<file path="config.mk">
export PLATFORM = sky130hd
export DESIGN_NAME = csr_bank
export DESIGN_NICKNAME = d
export VERILOG_FILES = /design/src/rtl/csr_bank.sv
export SDC_FILE = /design/constraint.sdc
export NUM_CORES = 1
export LEC_CHECK = 0
export BUFFER_PORTS_ARGS = -buffer_cell sky130_fd_sc_hd__buf_2
export CAP_MARGIN = 40
export CORE_AREA = 3 3 335 337
export DETAILED_ROUTE_END_ITERATION = 10
export DIE_AREA = 0 0 338 340
export SLEW_MARGIN = 20
export SYNTH_ARGS = -nofsm -noshare
export SYNTH_HDL_FRONTEND = slang
export SYNTH_SLANG_ARGS = --single-unit
</file>
<file path="constraint.sdc">
create_clock -name clk -period 2.35 [get_ports clk]
set_input_delay 0.3525 -clock clk [delete_from_list [all_inputs] [get_ports clk]]
set_output_delay 0.3525 -clock clk [all_outputs]
set_load 0.1 [all_outputs]
</file>
<file path="src/rtl/csr_bank.sv">
// Parametrised CSR bank: window decode, RW / RO-status / W1C-event registers,
// byte-enable writes, one-cycle registered response and aggregated interrupt.
module csr_bank #(
   parameter int          P_BASE_ADDR = 'hF00,
   parameter int          P_NUM_REGS  = 8,
   parameter int          P_AW        = 12,
   parameter int          P_DW        = 32,
   parameter logic [63:0] P_RO_MASK   = 64'h0,
   parameter logic [63:0] P_W1C_MASK  = 64'h0
) (
   input  logic                       clk,
   input  logic                       rst,
   input  logic                       en,
   input  logic                       we,
   input  logic [P_AW-1:0]            addr,
   input  logic [P_DW-1:0]            wdata,
   input  logic [P_DW/8-1:0]          be,
   output logic                       ack,
   output logic                       err,
   output logic [P_DW-1:0]            rdata,
   output logic [P_NUM_REGS*P_DW-1:0] csr,
   input  logic [P_NUM_REGS*P_DW-1:0] hw_status,
   input  logic [P_NUM_REGS*P_DW-1:0] hw_set,
   output logic                       irq
);

   localparam int IW = $clog2(P_NUM_REGS);
   localparam int NB = P_DW / 8;
   localparam logic [P_AW:0] WIN_LO = (P_AW+1)'(P_BASE_ADDR);
   localparam logic [P_AW:0] WIN_HI = (P_AW+1)'(P_BASE_ADDR + 4 * P_NUM_REGS);

   logic [P_DW-1:0] reg_q [P_NUM_REGS];
   logic [P_DW-1:0] reg_d [P_NUM_REGS];
   logic            ack_q, err_q;
   logic [P_DW-1:0] rdata_q;

   logic            hit, mis, wr_ok, ro_tgt;
   logic [IW-1:0]   idx;
   logic [P_DW-1:0] bmask;

   // Request decode: the window is compared one bit wider so the top edge cannot wrap.
   always_comb begin
      hit    = en && ({1'b0, addr} >= WIN_LO) && ({1'b0, addr} < WIN_HI);
      mis    = (addr[1:0] != 2'b00);
      idx    = addr[IW+1:2];
      wr_ok  = hit && we && !mis;
      ro_tgt = P_RO_MASK[idx];
      bmask  = '0;
      for (int k = 0; k < NB; k++) begin
         bmask[k*8 +: 8] = {8{be[k]}};
      end
   end

   always_comb begin
      logic            wsel;
      logic [P_DW-1:0] clr;
      wsel = 1'b0;
      clr  = '0;
      for (int i = 0; i < P_NUM_REGS; i++) begin
         wsel = wr_ok && (idx == IW'(i));
         clr  = wsel ? (wdata & bmask) : '0;
         if (P_RO_MASK[i]) begin
            reg_d[i] = hw_status[i*P_DW +: P_DW];
         end else if (P_W1C_MASK[i]) begin
            // Set is OR-ed after the clear so a simultaneous hw event is never lost.
            reg_d[i] = (reg_q[i] & ~clr) | hw_set[i*P_DW +: P_DW];
         end else if (wsel) begin
            reg_d[i] = (reg_q[i] & ~bmask) | (wdata & bmask);
         end else begin
            reg_d[i] = reg_q[i];
         end
      end
   end

   always_ff @(posedge clk) begin
      if (rst) begin
         ack_q   <= 1'b0;
         err_q   <= 1'b0;
         rdata_q <= '0;
         for (int i = 0; i < P_NUM_REGS; i++) begin
            reg_q[i] <= '0;
         end
      end else begin
         ack_q <= hit;
         err_q <= hit && (mis || (we && ro_tgt));
         if (hit && !we && !mis) begin
            rdata_q <= reg_q[idx];
         end
         for (int i = 0; i < P_NUM_REGS; i++) begin
            reg_q[i] <= reg_d[i];
         end
      end
   end

   always_comb begin
      irq = 1'b0;
      for (int i = 0; i < P_NUM_REGS; i++) begin
         if (P_W1C_MASK[i]) begin
            irq = irq | (|reg_q[i]);
         end
      end
   end

   for (genvar g = 0; g < P_NUM_REGS; g++) begin : g_csr
      assign csr[g*P_DW +: P_DW] = reg_q[g];
   end

   assign ack   = ack_q;
   assign err   = err_q;
   assign rdata = rdata_q;

   // Status/set slices of registers of the other kinds are intentionally ignored.
   logic unused_in;
   assign unused_in = ^{hw_status, hw_set};

endmodule

</file>
; Word-level counts from Yosys, hierarchy flattened
; Memories as Yosys holds them, arrays and structs flattened. A register that Yosys moved wholly into a read port is not among the register bits.
; Index checks and enable logic that the tools add are counted.
[word_totals]
word_cells = 81
n_memories = 2
ram_bits = 256
mem_bits_ro = 8
out_inout_bits = 291
reg_bits = 2
[mem_list]
columns = memory, depth, width, read_ports, rd_clocked_by_memory_dff, write_ports, line_no
row1 = reg_q, 8, 32, 9, 1, 8, 32  ; logic [P_DW-1:0] reg_q [P_NUM_REGS];
row2 = (no name shown), 8, 1, 1, 0, 0, 47  ; ro_tgt = P_RO_MASK[idx];
[classes]
order_cmp = 3
reduce_logical = 21
n_bitwise = 26
n_eq_ne = 7
mux = 20
[ops]
columns = operator, count
row1 = 32-bit 2-to-1 mux, 16
row2 = 32-bit bitwise AND, 9
row3 = 32-bit OR, 8
row4 = 32-bit NOT, 1
row5 = 1-bit logical AND, 16
row6 = "3-bit == test, second input constant", 4
row7 = "12-bit >= comparator, second input constant", 1
row8 = "12-bit less-than comparator, second input constant", 1
row9 = 1-bit OR, 8
row10 = "3-bit by 7-bit less-than comparator with 1-bit output, second input constant", 1
row11 = "3-bit by 2-bit == test with 1-bit output, second input constant", 2
row12 = 1-bit 2-to-1 mux, 4
row13 = "3-bit by 1-bit == test with 1-bit output, second input constant", 1
row14 = 3-bit logical NOT, 1
row15 = 1-bit logical NOT, 2
row16 = 2-bit nonzero test, 1
row17 = 1-bit logical OR, 1

; Longest topological paths before layout
; Gate-level depths: netlist (run 1).
[logic_depth]
word_depth = 8
ltp_mapped = 7
depth_no_buf = 4

; Least setup slack after synthesis (run 1)
; Ideal clock, no wire load.
[synth_path]
kind = input-to-reg
startpoint = input addr[3]
endpoint = register rdata_q[26] (netlist: rdata[26]), read port of reg_q
n_path_buf = 3
stages = 6
required_time_ns = 2.232
arrival_time_ns = 1.750
slack_ns = 0.483
path_cell_list = buf_2 > buf_2 > buf_1 > mux4_2 > mux2_2 > a22o_1
[synth_between]
elab_chain_cells = 5
word_cells_on_any_way = 6
cone_classes = 2 x order compare / 4 x reduce/logical
[synth_lines]
columns = item, line_no
row1 = "start, declared", 15  ; input logic [P_AW-1:0] addr,
row2 = 12-bit >= comparator, 43  ; hit = en && ({1'b0, addr} >= WIN_LO) && ({1'b0, addr} < WIN_HI);
row3 = 1-bit logical AND (2 in a row), 43
row4 = 1-bit logical AND (2 in a row), 86  ; if (hit && !we && !mis) begin
row5 = "end, declared", 35  ; logic [P_DW-1:0] rdata_q;
; Parallel ways exist; a longest one is shown, timed or not.
; A chain may end at the register's enable or synchronous reset.

==> summary.txt, run 1 <==
Detailed routing
  – DRT iter0 DRCs: around 560
  – Vias: 10321
  – Antenna viol nets, final: 0
  – TritonRoute pass-1 iters: 5
  – Final wirelength: 58600 um
  – WL/cell: 19.8 um
  – # DRC: 0
  – Vias/cell: between 3 and 4

Critical path
  – Crit-path cells: buf_2
  – Worst r2r path cells: 3
  – Worst path required time: 2.00 ns
  – Delay of the slowest critical-path stage: 0.51 ns
  – WP buf/inv: 1
  – Critical Path Fanout Max: 3
  – Worst setup path category: flop to output pin
  – Worst setup endpoint: csr[91]
  – Worst setup SP type: flop
  – Critical Path Slowest Stage Cell: buf_2
  – Reg2reg setup slack: approximately 0.85 ns
  – WP depth: 1
  – Largest delay share family, worst path: buffers and inverters
  – CP arrival: roughly 1.5 ns
  – R2R Path End: rdata[25]
  – Setup crit end kind: output pin

Clock tree
  – CTS buffer count: 40
  – Postcts setup bufs: 0
  – CTS Buffer Depth: 3
  – CTS tree: done
  – Worst-Skew Late Latency: 0.58 ns
  – Post-CTS Resized: 0
  – CTS Hold Bufs: 0
  – Clock Sinks: 290
  – CTS Root Cell: clkbuf_16
  – Clock transition at path regs: 0.05 ns
  – H-tree depth: 2

STA
  – Setup Skew: 0.0304 ns
  – Endpoints failing setup: 0
  – Final Cycle Share: 79.3%
  – Worst Tran Pin Value: between 0.6 and 0.7 ns
  – Fin. Hold Viols: 0
  – Slew headroom: 55.7%
  – Unrepaired setup endpoints after global routing: no
  – Fin crit period: 1.86 ns
  – Max Fclk: 537 MHz
  – WHS: 0.105 ns
  – Setup TNS: 0 ns
  – Final Max Tran Viols: 0

Power and ir drop
  – Leak: 9.13 nW
  – Peak supply drop: 0.361 mV
  – Total power: 11.7 mW
  – Pwr/cell area: 648 nW/um2

Yosys
  – Avg Synthesized Cell Area: between 10 and 15 um2
  – Synth Register Bits: 290
  – Top FF cell, synth: dfxtp_1
  – Sequential area share after synthesis: roughly 46%
  – Post-synthesis net count: 1679
  – Syn Std Cell Area: ~13000 um2
  – Yosys top cell area share: 45.7%
  – Syn. warnings: 0
  – Number of synthesized flops with an enable pin: 0
  – Netlist cell types: 26
  – Area contributors post-synth: dfxtp_1, mux2i_1, mux4_2
  – Cell with the most instances after synthesis: dfxtp_1
  – Gate count after technology mapping: 1115
  – Synth area leader: dfxtp_1
  – Asr flop ratio synth: 0%
  – Post-synth top cells: dfxtp_1, mux2i_1, nor2_1, clkbuf_1, mux4_2

Floorplanning
  – Die ar.: 115000 um2
  – Initial Util: 11.6%
  – Die H: between 300 and 400 um
  – # IOs: 855
  – Rows: 121
  – Core Box Area: 109000 um2
  – Die width: roughly 340 um

Cells and area
  – Synthesis-to-layout area growth: 41.5%
  – # fillers: 12163
  – Final core utilization: roughly 16%
  – Nets: 2023
  – Layout cells sized above 1: 41.2%

Global route
  – Vias in the first global route: just under 10000
  – Largest net degree at the start of global routing: around 110
  – GRT Total Usage: under 10%
  – Antenna violations before repair: 25
  – Gr ovfl total: 0
  – First-pass GRT wire length: 80300 um

Run
  – Max cap viols: 0

Place
  – HPWL after detailed placement: 45500 um
  – RePlAce Congestion: 0.777
  – Port Buf Inserts: 341

Hold path
  – Worst hold path type: primary input to flop

Outcome
  – Status: completed
[where the power goes]
part | total, mW | internal, mW | switching [mW]
sequential | 4.92 | 4.92 | 0.000121
clock | 6.20 | 3.65 | 2.55
combinational | 0.533 | 0.173 | 0.361
[cell usage in the layout (no fill, tap or decap), types with 2 or more instances in the layout]
cell type   count
bufinv_16       3
diode_2         3
mux2i_1       256
and4bb_2        4
clkinv_8        3
mux4_2         64
buf_2         337
clkinv_4        2
clkbuf_8        5
and4b_1        12
mux2_2         32
inv_8           2
inv_6           4
nor4b_1         3
buf_12         23
clkinv_2        6
buf_4          52
clkbuf_1        6
clkbuf_16      40
and4_1          8
nor4bb_1        8
a22o_1         32
dfxtp_1       290
nor2_1        256
clkinvlp_4      2
nand4_2        28
[cell type report]
| cell class | count | area [um2] | share of cell area, % |
|---|---|---|---|
| Multi-Input combinational cell | 713 | 6420 | 35.7 |
| Sequential cell | 290 | 5810 | 32.3 |
| Timing Repair Buffer | 414 | 2560 | 14.3 |
| Tap cell | 1476 | 1850 | 10.3 |
| Clock buffer | 50 | 1080 | 6.00 |
| Clock inverter | 22 | 259 | 1.44 |
| Antenna cell | 3 | 7.51 | 0.0418 |
[cells by family (layout without fill, tap and decap cells)]
kind of cell / after synthesis / in the layout / synth area share [%]
buffers and inverters: 112 / 486 / 3.99
DFF: 290 / 290 / 45.7
muxes: 352 / 352 / 34.3
other: 1 / 4 / 0.0295
and+or+nand+nor: 326 / 326 / 13.6
AOI/OAI and AO/OA: 34 / 34 / 2.31
[per-layer routing]
metal | routed length, um | part of all wire, % | global-route usage (%)
met3 | 6020 | 10 | 4.42
met2 | 25600 | 44 | 14.9
met5 | 54 | 0.092 | 0
met4 | 1290 | 2.2 | 2.60
met1 | 25700 | 44 | 12.8
[how the worst min path moves through the flow]
stage | startpoint | endpoint | slack, ns | cells past startpoint
floorplan | addr[0] | err | 0.46 | 1
global placement | rdata[30] | rdata[30] | 0.46 | 1
detailed placement | rdata[1] | rdata[1] | 0.46 | 1
CTS | addr[1] | err | 0.04 | 2
global route | addr[1] | err | 0.07 | 2
finish | addr[1] | err | 0.10 | 2
[through the flow]
step / instances / cell area, um2 / setup WS [ns]
finish: 2968 / 18000 / 0.486
global route: 2965 / 18000 / 0.393
CTS: 2965 / 18000 / 0.395
detailed placement: 2893 / 16600 / -0.000909
global placement: 2893 / 16600 / 0.0537
floorplan: 1115 / 12700 / 0.483
(Power assumes the default switching activity.)
==> run 2: changes to the inputs <==
==> constraint.sdc (replaced) <==
create_clock -name clk -period 1.9 [get_ports clk]
set_input_delay 0.285 -clock clk [delete_from_list [all_inputs] [get_ports clk]]
set_output_delay 0.285 -clock clk [all_outputs]
set_load 0.1 [all_outputs]
==> summary.txt, run 2 (synthesis results as in run 1) <==
Detailed routing
  – TritonRoute pass-1 iters: 5
  – DRT iter0 DRCs: 611
  – Vias/cell: ~3.5
  – Antenna viol nets, final: 0
  – Vias: 10410
  – WL/cell: 19.3 um
  – Final wirelength: 58200 um
  – # DRC: 0

Global route
  – Vias in the first global route: 10170
  – GRT Total Usage: 9.81%
  – Largest net degree at the start of global routing: approximately 120
  – Antenna violations before repair: 25
  – First-pass GRT wire length: 79900 um
  – Gr ovfl total: 0

STA
  – Fin crit period: about 1.9 ns
  – Final Worst Setup Slack: between 0.001 and 0.0015 ns
  – Final Cycle Share: between 90% and 100%
  – Setup Skew: 0.0211 ns
  – Unrepaired setup endpoints after global routing: no
  – Setup TNS: 0 ns
  – Endpoints failing setup: 0
  – Fin. Hold Viols: 0
  – Max Fclk: 527 MHz
  – Worst Tran Pin Value: 0.694 ns
  – Slew headroom: 53.7%
  – Final Max Tran Viols: 0

Clock tree
  – Worst-Skew Late Latency: 0.56 ns
  – CTS Buffer Depth: 3
  – Post-CTS Resized: 0
  – CTS tree: done
  – H-tree depth: 2
  – CTS buffer count: 39
  – Clock Sinks: 290
  – CTS Root Cell: clkbuf_16
  – Clock transition at path regs: approximately 0.060 ns

Cells and area
  – Most common cell after layout, fill and taps aside: buf_2
  – Most frequent cells in the layout: buf_2, dfxtp_1, mux2i_1, nor2_1, buf_4
  – Final core utilization: about 17%
  – Synthesis-to-layout area growth: 46.2%
  – # fillers: 12085
  – Design area: between 15000 and 20000 um2
  – Nets: 2072
  – Layout cells sized above 1: 42.9%

Critical path
  – CP Launch Point: addr[1]
  – Setup crit end kind: flop
  – Worst path required time: between 2 and 2.5 ns
  – CP arrival: around 2.3 ns
  – Worst r2r path cells: 3
  – Delay of the slowest critical-path stage: ~0.56 ns
  – Reg2reg setup slack: 0.40 ns
  – Critical Path Slowest Stage Cell: dlygate4sd3_1
  – Largest delay share family, worst path: buffers and inverters
  – Worst setup SP type: primary input
  – Critical Path Fanout Max: 21
  – Worst setup path category: primary input to flop
  – WP depth: 9
  – Cell mode on critical path: buf_12
  – Crit-path cells: dlygate4sd3_1 -> buf_2 -> nor3b_2 -> buf_12 -> buf_4 -> nand4_2 -> buf_12 -> mux2i_1 -> nor2_1
  – WP buf/inv: 5
  – R2R Path End: rdata[27]

Power and ir drop
  – Leak: 9.48 nW
  – Total power: 14.2 mW
  – Pwr/cell area: around 770 nW/um2
  – Peak supply drop: 0.560 mV

Place
  – Post-Place Worst Slack: -0.223 ns
  – HPWL after detailed placement: between 40000 and 50000 um
  – RePlAce Congestion: 0.793
  – Placed cell area: 17300 um2
  – Port Buf Inserts: 341

Floorplanning
  – Die H: 340 um
  – Die ar.: 115000 um2
  – Rows: 121
  – Core Box Area: 109000 um2
  – Die width: about 340 um
  – # IOs: 855
  – Initial Util: 11.6%

Hold path
  – Hold depth: 3
  – Hold path start: wdata[21]
  – Worst hold path type: primary input to flop

Outcome
  – Status: completed

Run
  – Max cap viols: 0
[run 2: changes by cell type in the layout (fill, tap and decap cells not counted), sizes merged]
cell         before  now
buf             413  461
bufinv            3    2
clkbuf           51   55
clkinv           11    7
clkinvlp          2    1
diode             3    2
dlygate4sd3       0    2
[run 2: per-stage QoR]
| stage | instances | hold slack (ns) |
|---|---|---|
| floorplan | 1115 | 0.395 |
| global placement | 2941 | 0.458 |
| detailed placement | 2941 | 0.458 |
| CTS | 3013 | 0.0262 |
| global route | 3014 | 0.0531 |
| finish | 3015 | 0.0804 |
[run 2: area by class of cell]
type                    count  area [um2]  share of cell area (%)
multi-input cells         713        6420                    34.6
flip-flops and latches    290        5810                    31.3
repair buffers            464        3210                    17.3
well taps                1476        1850                    9.94
clock buffers              54        1120                    6.05
clock inverters            16         169                   0.909
diodes                      2        5.00                  0.0269
[run 2: worst max path at each step]
stage                           end
after floorplan           rdata[31]
after detailed placement       flop
final                          flop
after CTS                   csr[91]
after global routing           flop
after global placement         flop
[run 2: repair_timing]
item / in CTS / in global routing
endpoints found under the hold margin: 1 / 0
setup buffers: 0 / 0
hold buffers: 2 / 0
setup endpoints to repair: 0 / 0
[run 2: where the power goes]
| group | internal, mW | switching [mW] | total [mW] |
|---|---|---|---|
| Clock | 4.45 | 2.97 | 7.42 |
| Sequential | 6.08 | 0.000181 | 6.08 |
| Combinational | 0.268 | 0.443 | 0.712 |
| Total | 10.8 | 3.41 | 14.2 |
[run 2: worst min-delay path, delay by kind of cell]
kind	cells	cell delay (ns)
buffers and inverters	1	0.16
multiplexers	1	0.09
AND/OR/NAND/NOR	1	0.07
[run 2: per-layer routing]
metal	part of all wire [%]	track usage (%)	up-vias
li1	-	-	4808
met1	45	12.9	5096
met2	43	14.7	409
met3	9.6	3.88	87
met4	3.0	2.90	10
met5	0.11	0	-
==> run 3: changes to the inputs <==
==> constraint.sdc (replaced) <==
create_clock -name clk -period 2.3 [get_ports clk]
set_input_delay 0.345 -clock clk [delete_from_list [all_inputs] [get_ports clk]]
set_output_delay 0.345 -clock clk [all_outputs]
set_load 0.1 [all_outputs]
==> summary.txt, run 3 (synthesis results as in run 1) <==
Global route
  – Antenna violations before repair: 24
  – Gr ovfl total: 0
  – Vias in the first global route: 10017
  – GRT Total Usage: 9.93%
  – First-pass GRT wire length: 80300 um
  – Largest net degree at the start of global routing: 131

Cells and area
  – Most frequent cells in the layout: buf_2, dfxtp_1, mux2i_1, nor2_1, mux4_2
  – # fillers: 12182
  – Synthesis-to-layout area growth: 41.5%
  – Final core utilization: 16.5%
  – Nets: roughly 2000
  – Layout cells sized above 1: about two fifths
  – Fin cells: 2966
  – Most common cell after layout, fill and taps aside: buf_2
  – Design area: ~18000 um2

Critical path
  – R2R Path End: rdata[25]
  – Worst setup path category: flop to output pin
  – WP buf/inv: 1
  – Delay of the slowest critical-path stage: 0.47 ns
  – Setup crit end kind: output pin
  – Largest delay share family, worst path: buffers and inverters
  – Worst setup SP type: flop
  – CP arrival: 1.49 ns
  – Crit-path cells: buf_2
  – Critical Path Fanout Max: 3
  – Worst r2r path cells: 3
  – Worst path required time: 1.96 ns
  – Reg2reg setup slack: around 0.76 ns
  – Critical Path Slowest Stage Cell: buf_2

STA
  – Worst Tran Pin Value: 0.728 ns
  – Setup TNS: 0 ns
  – Setup Skew: 0.0166 ns
  – Unrepaired setup endpoints after global routing: no
  – Final Max Tran Viols: 0
  – Max Fclk: 544 MHz
  – Endpoints failing setup: 0
  – Fin. Hold Viols: 0
  – Slew headroom: 51.5%
  – Final Worst Setup Slack: 0.461 ns
  – Fin crit period: 1.84 ns
  – Final Cycle Share: 80.0%

Detailed routing
  – # DRC: 0
  – DRT iter0 DRCs: 521
  – Routed length on met1: 25700 um
  – TritonRoute pass-1 iters: 4
  – Met2 Routed Length: 25700 um
  – Vias: 10290
  – Met3 Wirelength: 5770 um
  – Final wirelength: 58800 um
  – WL/cell: between 15 and 20 um
  – Top layer in use: met5
  – Vias/cell: 3.47
  – Antenna viol nets, final: 0

Clock tree
  – Postcts setup bufs: 0
  – Clock Sinks: 290
  – Clock transition at path regs: approximately 0.060 ns
  – CTS Buffer Depth: 3
  – CTS buffer count: 39
  – Post-CTS Resized: 0
  – Worst-Skew Late Latency: 0.58 ns
  – CTS tree: done
  – CTS Hold Bufs: 0
  – H-tree depth: 2
  – CTS Root Cell: clkbuf_16

Floorplanning
  – Die H: 340 um
  – Initial Util: around an eighth
  – Die width: 338 um
  – Die ar.: about 110000 um2
  – Core Box Area: 109000 um2
  – Rows: 121
  – # IOs: 855

Power and ir drop
  – Leak: 9.12 nW
  – Pwr/cell area: between 600 and 700 nW/um2
  – Peak supply drop: 0.511 mV

Hold path
  – Worst hold path type: primary input to flop
  – Min-Delay Endpoint: err
  – Hold depth: 2
  – Hold path start: addr[1]

Run
  – Max cap viols: 0

Place
  – Placed insts: 2891
  – Post-Place Worst Slack: 0.0362 ns
  – HPWL after detailed placement: 45400 um
  – Port Buf Inserts: 341
  – Placed cell area: 16600 um2
  – RePlAce Congestion: 0.773

Outcome
  – Status: completed
==> run 3: cell types whose count changed in the layout (fill, tap and decap cells not counted), moves of 4 or more <==
cell | before | now
buf_4 | 79 | 51
clkbuf_8 | 8 | 4
buf_12 | 44 | 22
bufinv_16 | 2 | 6
==> run 3: how the worst max path moves through the flow <==
stage	cells past startpoint	startpoint	end	slack, ns
after detailed placement	5	addr[4]	rdata[17]	0.04
after global routing	1	flop	csr[91]	0.35
final	1	flop	csr[31]	0.46
after floorplan	6	addr[3]	rdata[26]	0.44
after global placement	5	addr[4]	rdata[17]	0.03
after CTS	1	flop	csr[91]	0.32
==> run 3: where the power goes <==
part	internal, mW	total, mW	switching, mW
combinational	0.175	0.540	0.364
sequential	5.02	5.02	0.000129
clock	3.99	6.56	2.58
==> run 3: through the flow <==
stage / power [mW] / hold slack [ns]
floorplan: 5.46 / 0.455
global placement: 5.68 / 0.458
detailed placement: 5.69 / 0.459
CTS: 12.4 / 0.0355
global route: 12.6 / 0.0674
finish: 12.1 / 0.0844
==> run 3: layout make-up <==
| cell class | instances | area [um2] | share of cell area, % |
|---|---|---|---|
| Multi-Input combinational cell | 713 | 6420 | 35.7 |
| Sequential cell | 290 | 5810 | 32.3 |
| Timing Repair Buffer | 412 | 2530 | 14.1 |
| Tap cell | 1476 | 1850 | 10.3 |
| Clock buffer | 47 | 1060 | 5.88 |
| Clock inverter | 23 | 310 | 1.73 |
| Antenna cell | 5 | 12.5 | 0.0696 |
==> run 3: layer usage <==
metal / up-vias / global-route usage [%]
li1: 4705 / -
met1: 5104 / 12.9
met2: 387 / 15.0
met3: 82 / 4.13
met4: 12 / 2.79
met5: - / 0
